$ cat src/rtl/game_pkg.sv
// game_pkg: shared state and screen-kind encodings plus default durations for screen_scheduler
package game_pkg;
    typedef enum logic [2:0] {IDLE, TITLE, TRACE, MESSAGE, SCORE, RESTART} state_t;
    localparam logic [1:0] KIND_TITLE = 2'd0;
    localparam logic [1:0] KIND_TRACE = 2'd1;
    localparam logic [1:0] KIND_MSG = 2'd2;
    localparam logic [1:0] KIND_SCORE = 2'd3;
    localparam int DEF_CYC_PER_SEC = 50000000;
    localparam int DEF_TITLE_SEC = 3;
    localparam int DEF_TRACE_SEC = 10;
    localparam int DEF_MSG_SEC = 5;
    localparam int DEF_SCORE_SEC = 4;
    localparam int DEF_PU_START_SEC = 2;
    localparam int DEF_PU_END_SEC = 6;
    localparam int DEF_PU_THRESH = 64;
    function automatic logic [1:0] kind_of(state_t s);
        return s == TRACE ? KIND_TRACE : s == MESSAGE ? KIND_MSG : (s == SCORE || s == RESTART) ? KIND_SCORE : KIND_TITLE;
    endfunction
endpackage

$ cat src/rtl/screen_scheduler_if.sv
// screen_scheduler_if: control inputs and status outputs of screen_scheduler
interface screen_scheduler_if;
    logic        start;
    logic        pause;
    logic        skip;
    logic [5:0]  total_screens;
    logic [31:0] random;
    logic [4:0]  curr_screen;
    logic [1:0]  screen_kind;
    logic [31:0] time_out;
    logic        end_of_game;
    logic        snitch_powerup;
    logic        play_again;
    logic        busy;
    modport master (
        output start, pause, skip, total_screens, random,
        input  curr_screen, screen_kind, time_out, end_of_game, snitch_powerup, play_again, busy
    );
    modport slave (
        input  start, pause, skip, total_screens, random,
        output curr_screen, screen_kind, time_out, end_of_game, snitch_powerup, play_again, busy
    );
endinterface

$ cat src/rtl/sec_tick_gen.sv
// sec_tick_gen: prescaler producing a one-cycle tick every CYC_PER_SEC unheld cycles
module sec_tick_gen #(
    parameter int CYC_PER_SEC = 50000000
) (
    input  logic clock,
    input  logic reset_n,
    input  logic i_hold,
    input  logic i_clr,
    output logic o_tick
);
    logic [31:0] r_cnt;
    assign o_tick = !i_hold && !i_clr && r_cnt == 32'(CYC_PER_SEC - 1);
    // Count unheld cycles and wrap once per second; clearing restarts the phase at zero
    always_ff @(posedge clock or negedge reset_n) begin
        if (!reset_n) r_cnt <= '0;
        else if (i_clr) r_cnt <= '0;
        else if (!i_hold) r_cnt <= o_tick ? '0 : r_cnt + 32'd1;
    end
endmodule

$ cat src/rtl/screen_scheduler.sv
// screen_scheduler: sequences title, alternating trace/message screens, scoreboard and restart
// Optional snitch powerup window is built when SCREEN_SCHED_POWERUP_EN is defined.
module screen_scheduler
    import game_pkg::*;
#(
    parameter int CYC_PER_SEC  = DEF_CYC_PER_SEC,
    parameter int TITLE_SEC    = DEF_TITLE_SEC,
    parameter int TRACE_SEC    = DEF_TRACE_SEC,
    parameter int MSG_SEC      = DEF_MSG_SEC,
    parameter int SCORE_SEC    = DEF_SCORE_SEC,
    parameter int PU_START_SEC = DEF_PU_START_SEC,
    parameter int PU_END_SEC   = DEF_PU_END_SEC,
    parameter int PU_THRESH    = DEF_PU_THRESH
) (
    input  logic              clock,
    input  logic              reset_n,
    screen_scheduler_if.slave bus
);
    state_t      r_state;
    logic [31:0] r_sec;
    logic [31:0] r_time;
    logic [4:0]  r_screen;
    logic [1:0]  r_kind;
    logic        r_eog;
    logic        r_again;
    logic        r_busy;
    logic        w_tick;
    logic        w_clr;
    logic        w_expire;
    logic        w_skip;
    logic        w_adv;
    logic        w_title;
    logic [4:0]  w_total;
    logic [4:0]  w_nscreen;
    state_t      w_adv_state;
    state_t      w_next;

    function automatic logic [31:0] dur_of(state_t s);
        return s == TITLE ? 32'(TITLE_SEC) : s == TRACE ? 32'(TRACE_SEC) : s == MESSAGE ? 32'(MSG_SEC) : 32'(SCORE_SEC);
    endfunction

    assign w_clr = r_state == IDLE || r_state == RESTART;

    sec_tick_gen #(.CYC_PER_SEC(CYC_PER_SEC)) u_sec_tick (
        .clock  (clock),
        .reset_n(reset_n),
        .i_hold (bus.pause),
        .i_clr  (w_clr),
        .o_tick (w_tick)
    );

    // Next state: expiry and skip together still advance exactly one screen; the clamped total marks the scoreboard
    always_comb begin
        w_total     = bus.total_screens < 6'd2 ? 5'd2 : bus.total_screens > 6'd31 ? 5'd31 : bus.total_screens[4:0];
        w_expire    = w_tick && r_sec == dur_of(r_state) - 32'd1;
        w_skip      = bus.skip && !bus.pause && (r_state == TRACE || r_state == MESSAGE);
        w_adv       = (r_state == TITLE || r_state == TRACE || r_state == MESSAGE) && (w_expire || w_skip);
        w_title     = (r_state == IDLE && bus.start) || r_state == RESTART;
        w_adv_state = r_screen + 5'd1 >= w_total ? SCORE : r_screen[0] ? TRACE : MESSAGE;
        w_next      = w_title ? TITLE : w_adv ? w_adv_state : (r_state == SCORE && w_expire) ? RESTART : r_state;
        w_nscreen   = w_title ? 5'd1 : w_adv ? r_screen + 5'd1 : r_screen;
    end

    // Screen FSM with registered outputs derived from the state being entered
    always_ff @(posedge clock or negedge reset_n) begin
        if (!reset_n) begin
            r_state  <= IDLE;
            r_sec    <= '0;
            r_time   <= '0;
            r_screen <= '0;
            r_kind   <= KIND_TITLE;
            r_eog    <= 1'b0;
            r_again  <= 1'b0;
            r_busy   <= 1'b0;
        end else begin
            r_state  <= w_next;
            r_sec    <= w_next != r_state ? '0 : r_sec + {31'd0, w_tick};
            r_time   <= w_title ? '0 : r_time + {31'd0, w_tick};
            r_screen <= w_nscreen;
            r_kind   <= kind_of(w_next);
            r_eog    <= w_next == SCORE;
            r_again  <= w_next == RESTART;
            r_busy   <= w_next != IDLE;
        end
    end

    assign bus.curr_screen = r_screen;
    assign bus.screen_kind = r_kind;
    assign bus.time_out    = r_time;
    assign bus.end_of_game = r_eog;
    assign bus.play_again  = r_again;
    assign bus.busy        = r_busy;

`ifdef SCREEN_SCHED_POWERUP_EN
    logic [7:0] r_rand;
    // Capture the powerup odds draw as each trace screen begins
    always_ff @(posedge clock or negedge reset_n) begin
        if (!reset_n) r_rand <= '0;
        else if (w_next == TRACE && r_state != TRACE) r_rand <= bus.random[7:0];
    end
    assign bus.snitch_powerup = r_state == TRACE && r_sec >= 32'(PU_START_SEC) && r_sec < 32'(PU_END_SEC) && {24'd0, r_rand} < 32'(PU_THRESH);
`else
    assign bus.snitch_powerup = 1'b0;
`endif
endmodule

$ cat src/flat_wrapper.sv
// flat-port wrapper written by rule: the top's interface ports become plain ports
module screen_scheduler_flat import game_pkg::*;
#(
    parameter int CYC_PER_SEC  = DEF_CYC_PER_SEC,
    parameter int TITLE_SEC    = DEF_TITLE_SEC,
    parameter int TRACE_SEC    = DEF_TRACE_SEC,
    parameter int MSG_SEC      = DEF_MSG_SEC,
    parameter int SCORE_SEC    = DEF_SCORE_SEC,
    parameter int PU_START_SEC = DEF_PU_START_SEC,
    parameter int PU_END_SEC   = DEF_PU_END_SEC,
    parameter int PU_THRESH    = DEF_PU_THRESH
)
  (clock, reset_n, bus_start, bus_pause, bus_skip, bus_total_screens, bus_random, bus_curr_screen, bus_screen_kind, bus_time_out, bus_end_of_game, bus_snitch_powerup, bus_play_again, bus_busy);
  screen_scheduler_if bus_i ();
  input  logic clock;
  input  logic reset_n;
  input wire logic [$bits(bus_i.start)-1:0] bus_start;
  input wire logic [$bits(bus_i.pause)-1:0] bus_pause;
  input wire logic [$bits(bus_i.skip)-1:0] bus_skip;
  input wire logic [$bits(bus_i.total_screens)-1:0] bus_total_screens;
  input wire logic [$bits(bus_i.random)-1:0] bus_random;
  output wire logic [$bits(bus_i.curr_screen)-1:0] bus_curr_screen;
  output wire logic [$bits(bus_i.screen_kind)-1:0] bus_screen_kind;
  output wire logic [$bits(bus_i.time_out)-1:0] bus_time_out;
  output wire logic [$bits(bus_i.end_of_game)-1:0] bus_end_of_game;
  output wire logic [$bits(bus_i.snitch_powerup)-1:0] bus_snitch_powerup;
  output wire logic [$bits(bus_i.play_again)-1:0] bus_play_again;
  output wire logic [$bits(bus_i.busy)-1:0] bus_busy;
  assign bus_i.start = bus_start;
  assign bus_i.pause = bus_pause;
  assign bus_i.skip = bus_skip;
  assign bus_i.total_screens = bus_total_screens;
  assign bus_i.random = bus_random;
  assign bus_curr_screen = bus_i.curr_screen;
  assign bus_screen_kind = bus_i.screen_kind;
  assign bus_time_out = bus_i.time_out;
  assign bus_end_of_game = bus_i.end_of_game;
  assign bus_snitch_powerup = bus_i.snitch_powerup;
  assign bus_play_again = bus_i.play_again;
  assign bus_busy = bus_i.busy;
  screen_scheduler #(.CYC_PER_SEC(CYC_PER_SEC), .TITLE_SEC(TITLE_SEC), .TRACE_SEC(TRACE_SEC), .MSG_SEC(MSG_SEC), .SCORE_SEC(SCORE_SEC), .PU_START_SEC(PU_START_SEC), .PU_END_SEC(PU_END_SEC), .PU_THRESH(PU_THRESH)) u_core (.clock(clock), .reset_n(reset_n), .bus(bus_i));
endmodule
$ cat config.mk
export PLATFORM = sky130hd
export DESIGN_NAME = screen_scheduler_flat
export DESIGN_NICKNAME = d
export VERILOG_FILES = /design/src/rtl/game_pkg.sv /design/src/rtl/screen_scheduler_if.sv /design/src/rtl/sec_tick_gen.sv /design/src/rtl/screen_scheduler.sv /design/src/flat_wrapper.sv
export SDC_FILE = /design/constraint.sdc
export NUM_CORES = 1
export LEC_CHECK = 0
export CORE_MARGIN = 10
export CORE_UTILIZATION = 49
export DETAILED_ROUTE_END_ITERATION = 10
export PLACE_DENSITY = 0.83
export SLEW_MARGIN = 40
export SYNTH_ARGS = -nofsm -noshare
export SYNTH_HDL_FRONTEND = slang
export SYNTH_SLANG_ARGS = --single-unit
$ cat constraint.sdc
create_clock -name clock -period 3.28 [get_ports clock]
set_input_delay 0.656 -clock clock [delete_from_list [all_inputs] [get_ports clock]]
set_output_delay 0.656 -clock clock [all_outputs]
set_load 0.02 [all_outputs]
==> impl_summary.md, run 1 <==
Global route
The total global-route track usage is 17.3%. The number of antenna violations at the first check in global routing is 1. The first global-routing pass estimated between 20,000 and 25,000 µm of wire.

The number of global-route vias before repair is about 5,000. The sum of overflow across all layers after global routing is 0. The maximum number of pins on one net before global-route repair is 59.

Setup path
Of all nets on the critical path, the largest fanout is 6. The setup path with the least slack is of type flip-flop to flip-flop. The critical path startpoint category is a flip-flop. The startpoint identified for the worst register-to-register timing path is u_core.u_sec_tick.r_cnt[24]. The sort of element at the end of the critical path is a flip-flop. The arrival time of data at the critical path endpoint is between 3 and 4 ns.

The most critical setup path has its startpoint at u_core.u_sec_tick.r_cnt[24]. STA puts the critical path data required time at around 3.5 ns.

Floorplan
The die covers 16,700 µm². The die is approximately 130 µm tall. The initial core utilization is approximately half. The floorplan die width is 129 µm.

After floorplanning, the core was divided into 39 placement rows. The total area inside the core boundary comes to around 12,000 µm². In this run the count of I/O pins placed on the die edge is between 80 and 90.

Route
In the final routed layout, each cell accounts on average for around 16 µm. The count of routing violations after the opening detailed-route iteration is around 440. The length of routed wiring on met1 is around 5800 µm. Detailed routing placed a total of 7260 µm of wire on met2.

The count of TritonRoute iterations in the first routing pass is 7. Using the TritonRoute via totals, the vias-per-cell ratio works out to ~6. The highest metal layer with signal wires is met4. The remaining number of nets flagged by the antenna check after routing is 0. The routed wire length is 14,100 µm. In the routed design, unresolved DRC markers number 0. The detailed-route via count is around 5,000. The met3 routed wirelength is a little over 800 µm.

Synthesis
Of all flip-flops after synthesis, the portion carrying an async set or reset was 100%. Sequential elements use 46.7% of the synthesized area. The number of warnings printed during yosys synthesis is 0.

The mapped netlist covers between 5000 and 6000 µm². A synthesized cell averages just over 9 µm². The count of unique library cells instantiated by Yosys is between 50 and 60. The synthesized design contains 0 enable-type register cells. In the synthesized netlist the dominant register cell turns out to be sky130_fd_sc_hd__dfrtp_1. The instance count of the mapped netlist is between 600 and 700. The number of nets in the synthesized netlist is ~700. After synthesis the netlist holds a flip-flop and latch count of 109.

STA
The final-layout worst hold slack is about 0.32 ns. The worst pin sits at a relative slew slack of 49.7%. Setup violations remaining at the end of the flow were counted as 0. The transition at the pin with the smallest max-transition slack is around 0.75 ns. The number of hold-slack violations in the final timing report came to 0. The worst clock skew on the final layout is about 0.010 ns. Setup total negative slack on the finished layout was measured at 0 ns.

The maximum clock frequency is 0.319 GHz. For the finished layout, the period the worst path requires is 3.13 ns. After layout, the worst path uses a little over nine tenths of the clock period.

After layout, the worst setup slack is about 0.15 ns. The number of slew-limit violations in the final report came to 0.

Clock tree
The register clock-pin slew on the reported worst setup and hold paths is about 0.07 ns. The total clock sinks is 109. TritonCTS created 9 clock buffers.

The worst-skew pair later-pin latency is ~0.36 ns. The number of hold buffers added after CTS was 0. The longest clock path from root to sink contains 2 buffers. TritonCTS built the clock tree. The cell at the root of the clock tree is sky130_fd_sc_hd__clkbuf_16. In this run the number of H-tree levels came out at 3.

Layout
After filler insertion, the fill cell instance count of the layout stands at roughly 900. Leaving out fill and tap cells, the most frequent cell in the layout is sky130_fd_sc_hd__dfrtp_1. In the final layout, flip-flops and latches occupy roughly 2700 µm². In the layout the commonest cells are sky130_fd_sc_hd__dfrtp_1, sky130_fd_sc_hd__nand2_1, sky130_fd_sc_hd__nor2_1. The post-route netlist has between 10% and 20% of its cells at a drive strength greater than 1. The multi-input logic area is between 3000 and 4000 µm². The number of nets in the layout is 779. Compared with the post-synthesis result, the final layout area differs by 23.0%.

Placed design
Before CTS, the worst setup slack after placement is -0.0853 ns. The count of input and output buffers is 52. The placed wire-length estimate is around 10000 µm.

The weighted congestion reported at the end of routability-driven placement is 0.840.

Pwr
In this run the static leakage power is 0.00305 µW. The power per cell area is around 560 nW/µm². The worst voltage drop across the vdd grid is ~0.47 mV. The post-route total power is 4020 µW.

Run
The max-cap violation count is 0.

Hold path
The kind of path behind the tightest hold check is input port to async pin.

Run status
The flow ran to the end, and the final reports show no timing, DRC or antenna violations.
[sequential cells by signal, summed over array words and instances, names as in the netlist]
signal	flops
u_core.bus.screen_kind	2
u_core.bus.curr_screen	5
u_core.u_sec_tick.r_cnt	32
u_core.r_sec	32
u_core.bus.busy	1
u_core.bus.end_of_game	1
u_core.r_state	3
u_core.bus.time_out	32
u_core.bus.play_again	1
[what timing repair did]
action,in CTS,in global routing
pin swaps,0,5
buffers inserted,0,6
hold endpoints to repair,0,0
gates resized for setup,2,9
endpoints found under the setup margin,4,30
[where the power goes]
group,leakage [µW],switching [µW],internal (µW),total (µW)
combinational,0.00140,801,533,1330
clock,0.000153,531,614,1150
sequential,0.00149,105,1440,1540
total,0.00305,1440,2590,4020
[stage by stage]
stage,instances,util (%),cell area [µm²]
detailed placement,850,58.5,6760
floorplan,640,-,5850
global placement,850,58.4,6760
CTS,866,61.3,7090
global route,872,62.1,7180
finish,873,62.1,7190
[cell families after synthesis]
group	Yosys count	share of synthesized area, %
other	1	0.0642
adders and majority gates	12	2.57
and+or+nand+nor	282	23.6
buffers and inverters	34	2.72
muxes	2	0.343
xor gates and xnor gates	70	10.5
DFF	109	46.7
AOI/OAI and AO/OA	130	13.5
[cells in the mapped netlist, types with 10 or more instances]
cell	n	area, µm²
sky130_fd_sc_hd__nor4_1	14	87.6
sky130_fd_sc_hd__nor3_1	13	65.1
sky130_fd_sc_hd__inv_1	13	48.8
sky130_fd_sc_hd__nor2_1	63	236
sky130_fd_sc_hd__ha_1	12	150
sky130_fd_sc_hd__nand4_1	15	93.8
sky130_fd_sc_hd__xnor2_1	27	236
sky130_fd_sc_hd__a21oi_2	10	87.6
sky130_fd_sc_hd__and3_1	13	81.3
sky130_fd_sc_hd__nand2_1	82	308
sky130_fd_sc_hd__o21ai_0	50	250
sky130_fd_sc_hd__xor2_1	43	377
sky130_fd_sc_hd__clkbuf_1	15	56.3
sky130_fd_sc_hd__a21oi_1	34	170
sky130_fd_sc_hd__dfrtp_1	109	2730
sky130_fd_sc_hd__nand3_1	41	205
[worst max-delay path, stage by stage (launching register included)]
cell and delay (ns):
sky130_fd_sc_hd__dfrtp_1 0.39, sky130_fd_sc_hd__nand4bb_1 0.19, sky130_fd_sc_hd__nor4_1 0.39, sky130_fd_sc_hd__nand3_2 0.17, sky130_fd_sc_hd__nor4_2 0.22, sky130_fd_sc_hd__buf_4 0.16
sky130_fd_sc_hd__ha_1 0.16, sky130_fd_sc_hd__ha_2 0.20, sky130_fd_sc_hd__nand3_2 0.11, sky130_fd_sc_hd__nor4_4 0.27, sky130_fd_sc_hd__nand2_2 0.16, sky130_fd_sc_hd__nor3_4 0.23
sky130_fd_sc_hd__nand3_1 0.13, sky130_fd_sc_hd__xor2_1 0.16, sky130_fd_sc_hd__nor2_1 0.06
[layout make-up]
| class | instances | area share, % |
|---|---|---|
| sequential | 109 | 38.0 |
| clock buffer | 9 | 3.13 |
| timing repair buffer | 94 | 12.1 |
| clock inverter | 7 | 1.31 |
| antenna | 1 | 0.0348 |
| multi-input combinational | 497 | 42.3 |
| tap | 143 | 2.49 |
| inverter | 13 | 0.679 |
[worst paths after layout]
path | end | slack (ns) | cells past startpoint
worst max-delay path | u_core.bus.time_out[26] | 0.15 | 14
worst min-delay path | u_core.bus.curr_screen[2] | 0.32 | 1
worst max register to register | u_core.bus.time_out[26] | 0.15 | 14
worst min register to register | u_core.u_sec_tick.r_cnt[20] | 0.52 | 1
max in group asynchronous | u_core.u_sec_tick.r_cnt[13] | 2.24 | 2
min in group clock | u_core.u_sec_tick.r_cnt[20] | 0.52 | 1
[layer usage]
layer | global-route usage [%] | vias up
met1 | 20.0 | 2539
met2 | 30.5 | 162
met3 | 4.61 | 22
met5 | 0 | -
li1 | - | 2424
met4 | 5.22 | 0
No activity file was read; power rests on OpenSTA's default activity.
==> run 2: changes to the inputs <==
--- a/config.mk
+++ b/config.mk
@@ -8,6 +8,7 @@
 export CORE_MARGIN = 10
 export CORE_UTILIZATION = 49
 export DETAILED_ROUTE_END_ITERATION = 10
+export HOLD_SLACK_MARGIN = 0.12
 export PLACE_DENSITY = 0.83
 export SLEW_MARGIN = 40
 export SYNTH_ARGS = -nofsm -noshare
==> results of run 2 <==
Final layout, timing and power as in run 1 (identical DEF).
